--- src/rtl/booth_mult_seq.sv ---
// Sequential signed Booth multiplier with start/busy/done handshake.
// Define BOOTH_RADIX4_EN for radix-4 recoding (WIDTH/2 iterations).
module booth_mult_seq #(
    parameter int WIDTH = 8
) (
    input  logic                 clk,
    input  logic                 rst,
    input  logic                 start,
    input  logic [WIDTH-1:0]     M,
    input  logic [WIDTH-1:0]     Q,
    output logic                 busy,
    output logic                 done,
    output logic [2*WIDTH-1:0]   result
);

`ifdef BOOTH_RADIX4_EN
    localparam int STEP = 2;
`else
    localparam int STEP = 1;
`endif
    localparam int ITER = WIDTH / STEP;
    localparam int AW   = WIDTH + STEP;
    localparam int CW   = $clog2(ITER) + 1;
    localparam int SW   = AW + WIDTH + 1;

    if (WIDTH < 2) begin : g_bad_width
        $error("booth_mult_seq: WIDTH must be >= 2");
    end
`ifdef BOOTH_RADIX4_EN
    if (WIDTH % 2 != 0) begin : g_odd_width
        $error("booth_mult_seq: radix-4 needs even WIDTH");
    end
`endif

    typedef enum logic [1:0] {
        S_IDLE,
        S_RUN,
        S_DONE
    } state_t;

    state_t state_q;
    state_t state_d;

    logic [AW-1:0]      a_q;
    logic [WIDTH-1:0]   q_q;
    logic               qm1_q;
    logic [WIDTH-1:0]   m_q;
    logic [CW-1:0]      cnt_q;

    logic               accept;
    logic               last;
    logic [AW-1:0]      m_ext;
    logic [AW-1:0]      addend;
    logic [AW-1:0]      sum;
    logic [SW-1:0]      shifted;

    assign accept = start && (state_q != S_RUN);
    assign last   = (state_q == S_RUN) && (cnt_q == CW'(1));

    // A carries STEP guard bits so +/-M (and +/-2M) never overflow
    assign m_ext = {{STEP{m_q[WIDTH-1]}}, m_q};

`ifdef BOOTH_RADIX4_EN
    logic [AW-1:0] m_dbl;
    assign m_dbl = {m_ext[AW-2:0], 1'b0};

    always_comb begin
        addend = '0;
        unique case ({q_q[1], q_q[0], qm1_q})
            3'b001, 3'b010: addend = m_ext;
            3'b011:         addend = m_dbl;
            3'b100:         addend = -m_dbl;
            3'b101, 3'b110: addend = -m_ext;
            default:        addend = '0;
        endcase
    end
`else
    always_comb begin
        addend = '0;
        unique case ({q_q[0], qm1_q})
            2'b01:   addend = m_ext;
            2'b10:   addend = -m_ext;
            default: addend = '0;
        endcase
    end
`endif

    assign sum     = a_q + addend;
    assign shifted = $signed({sum, q_q, qm1_q}) >>> STEP;

    always_ff @(posedge clk) begin
        if (rst) begin
            state_q <= S_IDLE;
        end else begin
            state_q <= state_d;
        end
    end

    always_comb begin
        state_d = state_q;
        unique case (state_q)
            S_IDLE:  if (start) state_d = S_RUN;
            S_RUN:   if (last) state_d = S_DONE;
            S_DONE:  state_d = start ? S_RUN : S_IDLE;
            default: state_d = S_IDLE;
        endcase
    end

    always_comb begin
        busy = (state_q == S_RUN);
        done = (state_q == S_DONE);
    end

    always_ff @(posedge clk) begin
        if (rst) begin
            a_q    <= '0;
            q_q    <= '0;
            qm1_q  <= 1'b0;
            m_q    <= '0;
            cnt_q  <= '0;
            result <= '0;
        end else if (accept) begin
            a_q    <= '0;
            q_q    <= Q;
            qm1_q  <= 1'b0;
            m_q    <= M;
            cnt_q  <= CW'(ITER);
        end else if (state_q == S_RUN) begin
            a_q    <= shifted[SW-1:WIDTH+1];
            q_q    <= shifted[WIDTH:1];
            qm1_q  <= shifted[0];
            cnt_q  <= cnt_q - CW'(1);
            // product is captured as the last shift lands
            if (last) begin
                result <= shifted[2*WIDTH:1];
            end
        end
    end

endmodule

--- config.mk ---
export PLATFORM = sky130hd
export DESIGN_NAME = booth_mult_seq
export DESIGN_NICKNAME = d
export VERILOG_FILES = /design/src/rtl/booth_mult_seq.sv
export SDC_FILE = /design/constraint.sdc
export NUM_CORES = 1
export LEC_CHECK = 0
export CAP_MARGIN = 20
export CORE_MARGIN = 4
export CORE_UTILIZATION = 57
export CTS_BUF_LIST = sky130_fd_sc_hd__clkbuf_4 sky130_fd_sc_hd__clkbuf_8 sky130_fd_sc_hd__clkbuf_16
export DETAILED_ROUTE_END_ITERATION = 7
export DONT_BUFFER_PORTS = 1
export PLACE_DENSITY = 0.87
export SETUP_SLACK_MARGIN = 0.02
export SYNTH_ARGS = -nofsm -noshare
export SYNTH_HDL_FRONTEND = slang
export SYNTH_SLANG_ARGS = --single-unit
--- constraint.sdc ---
create_clock -name clk -period 2.5 [get_ports clk]
set_clock_uncertainty 0.05 [all_clocks]
set_input_delay 0 -clock clk [delete_from_list [all_inputs] [get_ports clk]]
set_output_delay 0 -clock clk [all_outputs]
set_load 0.03 [all_outputs]
Yosys cells after proc, flatten, opt, wreduce, memory -nomap -nowiden

Index checks and enable logic that the tools add are counted.

Register bits after elaboration: 47
Input port bits: 19
Output and inout port bits: 18
Logic and storage cells: 36

Add/subtract/negate cells: 3
Equality and inequality tests: 8
Mux-type cells: 9
Bitwise logic cells: 1
Reductions and logical operators: 7

Operators by type and width:

| operator              | count |
|---|---|
| $pmux W9 S2           | 1 |
| $mux W8               | 2 |
| $add A9 B9 Y9         | 1 |
| $neg A9 Y9            | 1 |
| $mux W4               | 2 |
| $pmux W2 S3           | 1 |
| $eq A2 B1 Y1 const B  | 2 |
| $eq A2 B2 Y1 const B  | 2 |
| $eq A4 B1 Y1 const B  | 1 |
| $mux W2               | 2 |
| $ne A2 B1 Y1 const B  | 2 |
| $sub A4 B1 Y4 const B | 1 |
| $reduce_and A3 Y1     | 1 |
| $logic_and A1 B1 Y1   | 2 |
| $logic_not A2 Y1      | 1 |
| $ne A2 B2 Y1 const B  | 1 |
| $reduce_and A2 Y1     | 1 |
| $reduce_bool A2 Y1    | 1 |
| $reduce_or A2 Y1      | 1 |
| $mux W1               | 1 |
| $not A1 Y1            | 1 |

Longest topological paths before layout

Word-level depth: 5
Mapped depth: 13

Worst setup path before layout

OpenSTA, ideal clock, no wires.

Path type: reg2reg
From: reg m_q[0]
To: reg a_q[6]
Library setup time: 0.122 ns
Arrival time: 2.453 ns
Setup slack: -0.125 ns
Stages on the path, launching flop included: 12
Path buffers: 0
Period minus slack after synthesis: 2.625 ns
Path through: dfxtp_1 inv_1 ha_1 nor3b_1 nand2_1 a311oi_1 ha_1 and3_1 a22oi_1 o21ai_1 nor4b_1 a311o_1

Longest elaborated chain between the ends: 3

RTL lines:

| what                   | line | text |
|---|---|---|
| from (decl)            | 47   | `logic [WIDTH-1:0] m_q;` |
| from (signal assigned) | 119  | `m_q <= '0;` |
| from (signal assigned) | 126  | `m_q <= M;` |
| $neg A9 Y9             | 82   | `2'b10: addend = -m_ext;` |
| $pmux W9 S2 (*)        | 80   | `unique case ({q_q[0], qm1_q})` |
| $add A9 B9 Y9 (*)      | 88   | `assign sum = a_q + addend;` |
| to (signal assigned)   | 129  | `a_q <= shifted[SW-1:WIDTH+1];` |
| to (decl)              | 44   | `logic [AW-1:0] a_q;` |

Mark *: on every way between the ends. The rest lies on a longest branch, timed or not.
A chain may end at the register's enable or synchronous reset.

Worst setup path after layout

From: reg m_q[0]
To: reg a_q[7] (netlist name)

Longest elaborated chain between the ends: 3

RTL lines:

| what              | line |
|---|---|
| $neg A9 Y9        | 82 |
| $pmux W9 S2 (*)   | 80 |
| $add A9 B9 Y9 (*) | 88 |

Marked as above.

==> metrics <==
Via Count=2894; Placed Instance Area=0.002675 sq mm; R2R Setup Slk=-0.24 ns; final setup fails=9; clk_lat worst skew=0.31 ns; vias in the first global route=2563; die extent in y=73.84 microns; area growth from synthesis to layout=43.39%; DR DRC count=0; failing checks=setup timing; Worst EP arrival=2.92 ns; Initial Utilization=60.47%; crit path capture type=register; Min-Delay Endpoint=a_q[3]; CTS Buffer Depth=2; remaining global-route overflow=0; GRT Util Overall=28.91%; share of layout cells above drive strength 1=30.19%; 1st-iter DRT viols=428; Post-Syn Area per Cell=8.102 sq um; asr flop ratio synth=0%; #FFs+latches synth=47; Port Buffers=0; Final Hold Fails=0; fraction of the cycle the final worst path needs=109.4%; post-route cell area=0.003543 sq mm; VDD IR max=0.5011 mV; largest net degree at the start of global routing=43; Synthesis Warnings=0; CP startpoint=m_q[0]; outcome=finished with violations; initial antenna violation count=1; CTS clock-pin slew for the worst setup and hold paths=0.10 ns; Die ar.=0.005452 sq mm; WHS Path Cells=3; Post-Layout Cell Count=412; H-tree Lvls=2; total power draw=1.867 mW; unrepaired setup endpoints after global routing=yes; floorplan core area=0.004086 sq mm; chip width=73.84 microns; antenna viol nets, final=0; storage element area=954.7 sq um; CTS tree=built; root buffer cell=clkbuf_8; Slew HR=50.28%; Num CTS Buffers=5; # placed instances=366; total wire length=9.963 mm; IO Pins=37; Hold Worst Slack=0.06161 ns; min Tclk post-route=2.736 ns; CTS sink cnt=47; Post-Syn Instances=305; Avg WL per Cell=24.18 microns; Worst Path Required=2.69 ns; r2r endpoint=a_q[7]; Top FF cell, synth=dfxtp_1; WS Path Type=reg -> reg; vias per std cell=7.024; Leak=1.350 nW; number of synthesized flops with an enable pin=0; multi-input combinational cell area=0.001772 sq mm; routability cong.=0.9050; reg2reg path depth=12; RR Startpoint=m_q[0]; post-detail-place hpwl=4.312 mm; pwr/cell area=526.8 mW/mm^2; worst hold path class=in -> reg; Startpoint Class=register; fillcell total=159; hold_sp=rst; post-synthesis sequential area ratio=38.08%; Post-Syn Area=0.002471 sq mm; max-cap violations=0; Syn Nets=338; Final nets=393; Fmax=365.5 MHz; post-route setup slack=-0.2357 ns; DRT Pass-1 Iters=7; Std-Cell Rows=23; first-pass GRT wire length=12.16 mm; Post-Place Worst Slack=-0.2322 ns; CP Max Fanout=5; Max Slew Vio Count=0; worst slew pin tran=0.7451 ns; Netlist cell types=51
## how the worst max path moves through the flow
| stage | endpoint | slack, ns | cells past startpoint |
|---|---|---|---|
| floorplan | a_q[6] | 0.03 | 11 |
| global placement | a_q[6] | -0.09 | 11 |
| detailed placement | result[15] | -0.23 | 12 |
| CTS | result[13] | -0.04 | 12 |
| global route | a_q[7] | -0.29 | 13 |
| finish | a_q[7] | -0.24 | 12 |
## cells in the mapped netlist, drive strengths merged, types with 2 or more instances
| library cell | count | area, sq um |
|---|---|---|
| nand2 | 62 | 232.7 |
| dfxtp | 47 | 940.9 |
| a21oi | 37 | 185.2 |
| nor2 | 28 | 107.6 |
| a211oi | 14 | 110.1 |
| ha | 13 | 162.7 |
| mux2i | 10 | 100.1 |
| buf | 8 | 52.55 |
| clkbuf | 8 | 30.03 |
| inv | 8 | 30.03 |
| nor3 | 7 | 35.03 |
| a21o | 6 | 46.30 |
| o21ai | 6 | 30.02 |
| nand3 | 5 | 25.02 |
| xnor2 | 5 | 43.79 |
| nor3b | 4 | 30.03 |
| a311oi | 3 | 26.28 |
| nor4b | 3 | 32.53 |
| a2111oi | 2 | 25.02 |
| a211o | 2 | 17.52 |
| a22oi | 2 | 15.01 |
| nand2b | 2 | 12.51 |
| nor2b | 2 | 12.51 |
| nor4 | 2 | 12.51 |
| or4 | 2 | 15.01 |
## final cells by class
cell class              count  share of cell area [%]
well taps                  50                   1.766
clock buffers               5                   1.942
repair buffers             64                   16.84
flip-flops and latches     47                   26.94
clock inverters             3                   1.342
multi-input cells         233                   50.00
inverters                   9                   1.095
diodes                      1                 0.07062
## what timing repair did
item,4_1_cts,5_1_grt
hold endpoints to repair,38,0
hold buffers,26,0
endpoints found under the setup margin,10,10
pin swaps,23,40
gates resized for setup,26,66
setup buffers,2,10
cloned,0,0
## metrics by stage
stage / utilization [%] / setup TNS, ns
after floorplan: - / 0
after global placement: 65.46 / -0.4444
after detailed placement: 65.46 / -1.286
after CTS: 77.59 / -0.1224
after global routing: 86.71 / -1.720
final: 86.71 / -1.011
## critical path: stages (launching register included)
cell and delay, ns:
dfxtp_4 0.38, nor4b_4 0.32, buf_4 0.19, nand2_4 0.06
a21oi_4 0.15, a311oi_2 0.06, ha_1 0.38, buf_4 0.18
nand2_2 0.07, o21a_1 0.20, o21ai_0 0.29, mux2i_1 0.18
nor2_1 0.16
## registers in the layout, summed over array words and instances, names as in the netlist
signal and cells:
q_q 8, cnt_q 4, a_q 8, m_q 8, result 16, qm1_q 1, state_q 2
## placed cells by master (no fill, tap or decap), types with 2 or more instances in the layout
cell type | synthesis | final
inv_4 | 0 | 2
nand2_1 | 62 | 59
nor4_1 | 2 | 2
a211o_1 | 2 | 2
inv_1 | 8 | 4
nor2b_1 | 2 | 2
ha_1 | 13 | 5
a21oi_1 | 37 | 28
nor3_2 | 0 | 2
dfxtp_2 | 0 | 2
a311oi_2 | 0 | 3
nand2_2 | 0 | 2
nor2_1 | 27 | 23
a21oi_2 | 0 | 7
dfxtp_4 | 0 | 3
nand2b_1 | 2 | 2
nor3_1 | 7 | 3
nor2_2 | 1 | 4
buf_6 | 2 | 11
clkbuf_8 | 0 | 5
a21oi_4 | 0 | 2
nor3b_1 | 4 | 2
ha_4 | 0 | 7
dfxtp_1 | 47 | 42
a211oi_1 | 13 | 12
o21ai_2 | 0 | 3
xnor2_2 | 0 | 2
dlygate4sd3_1 | 0 | 25
nor3b_4 | 0 | 2
o21ai_0 | 5 | 2
inv_2 | 0 | 2
mux2i_1 | 10 | 10
xnor2_1 | 5 | 3
buf_4 | 1 | 27
nand3_1 | 5 | 4
nor4b_4 | 0 | 2
a21o_1 | 5 | 5
nor3_4 | 0 | 2
## layer usage
metal	up-vias	share of wire [%]	track usage, %
li1	1188	-	-
met4	0	6.4	12.88
met2	253	49	52.26
met1	1384	34	32.57
met5	-	0	0
met3	69	10	5.335
## where the power goes
part / total [mW] / switching [mW] / internal [mW]
clock network: 0.595 / 0.291 / 0.304
registers: 0.831 / 0.0486 / 0.783
logic: 0.441 / 0.239 / 0.201
## logic make-up after synthesis
| logic type | Yosys count | share of synthesized area (%) |
|---|---|---|
| XOR/XNOR | 6 | 2.127 |
| AND/OR/NAND/NOR | 124 | 22.79 |
| buffers and inverters | 25 | 4.709 |
| AO/OA/AOI/OAI | 79 | 20.86 |
| adder cells (fa/ha/maj) | 14 | 7.393 |
| flip-flops | 47 | 38.08 |
| multiplexers | 10 | 4.051 |
Note: power is estimated with default switching activity, not from simulation.
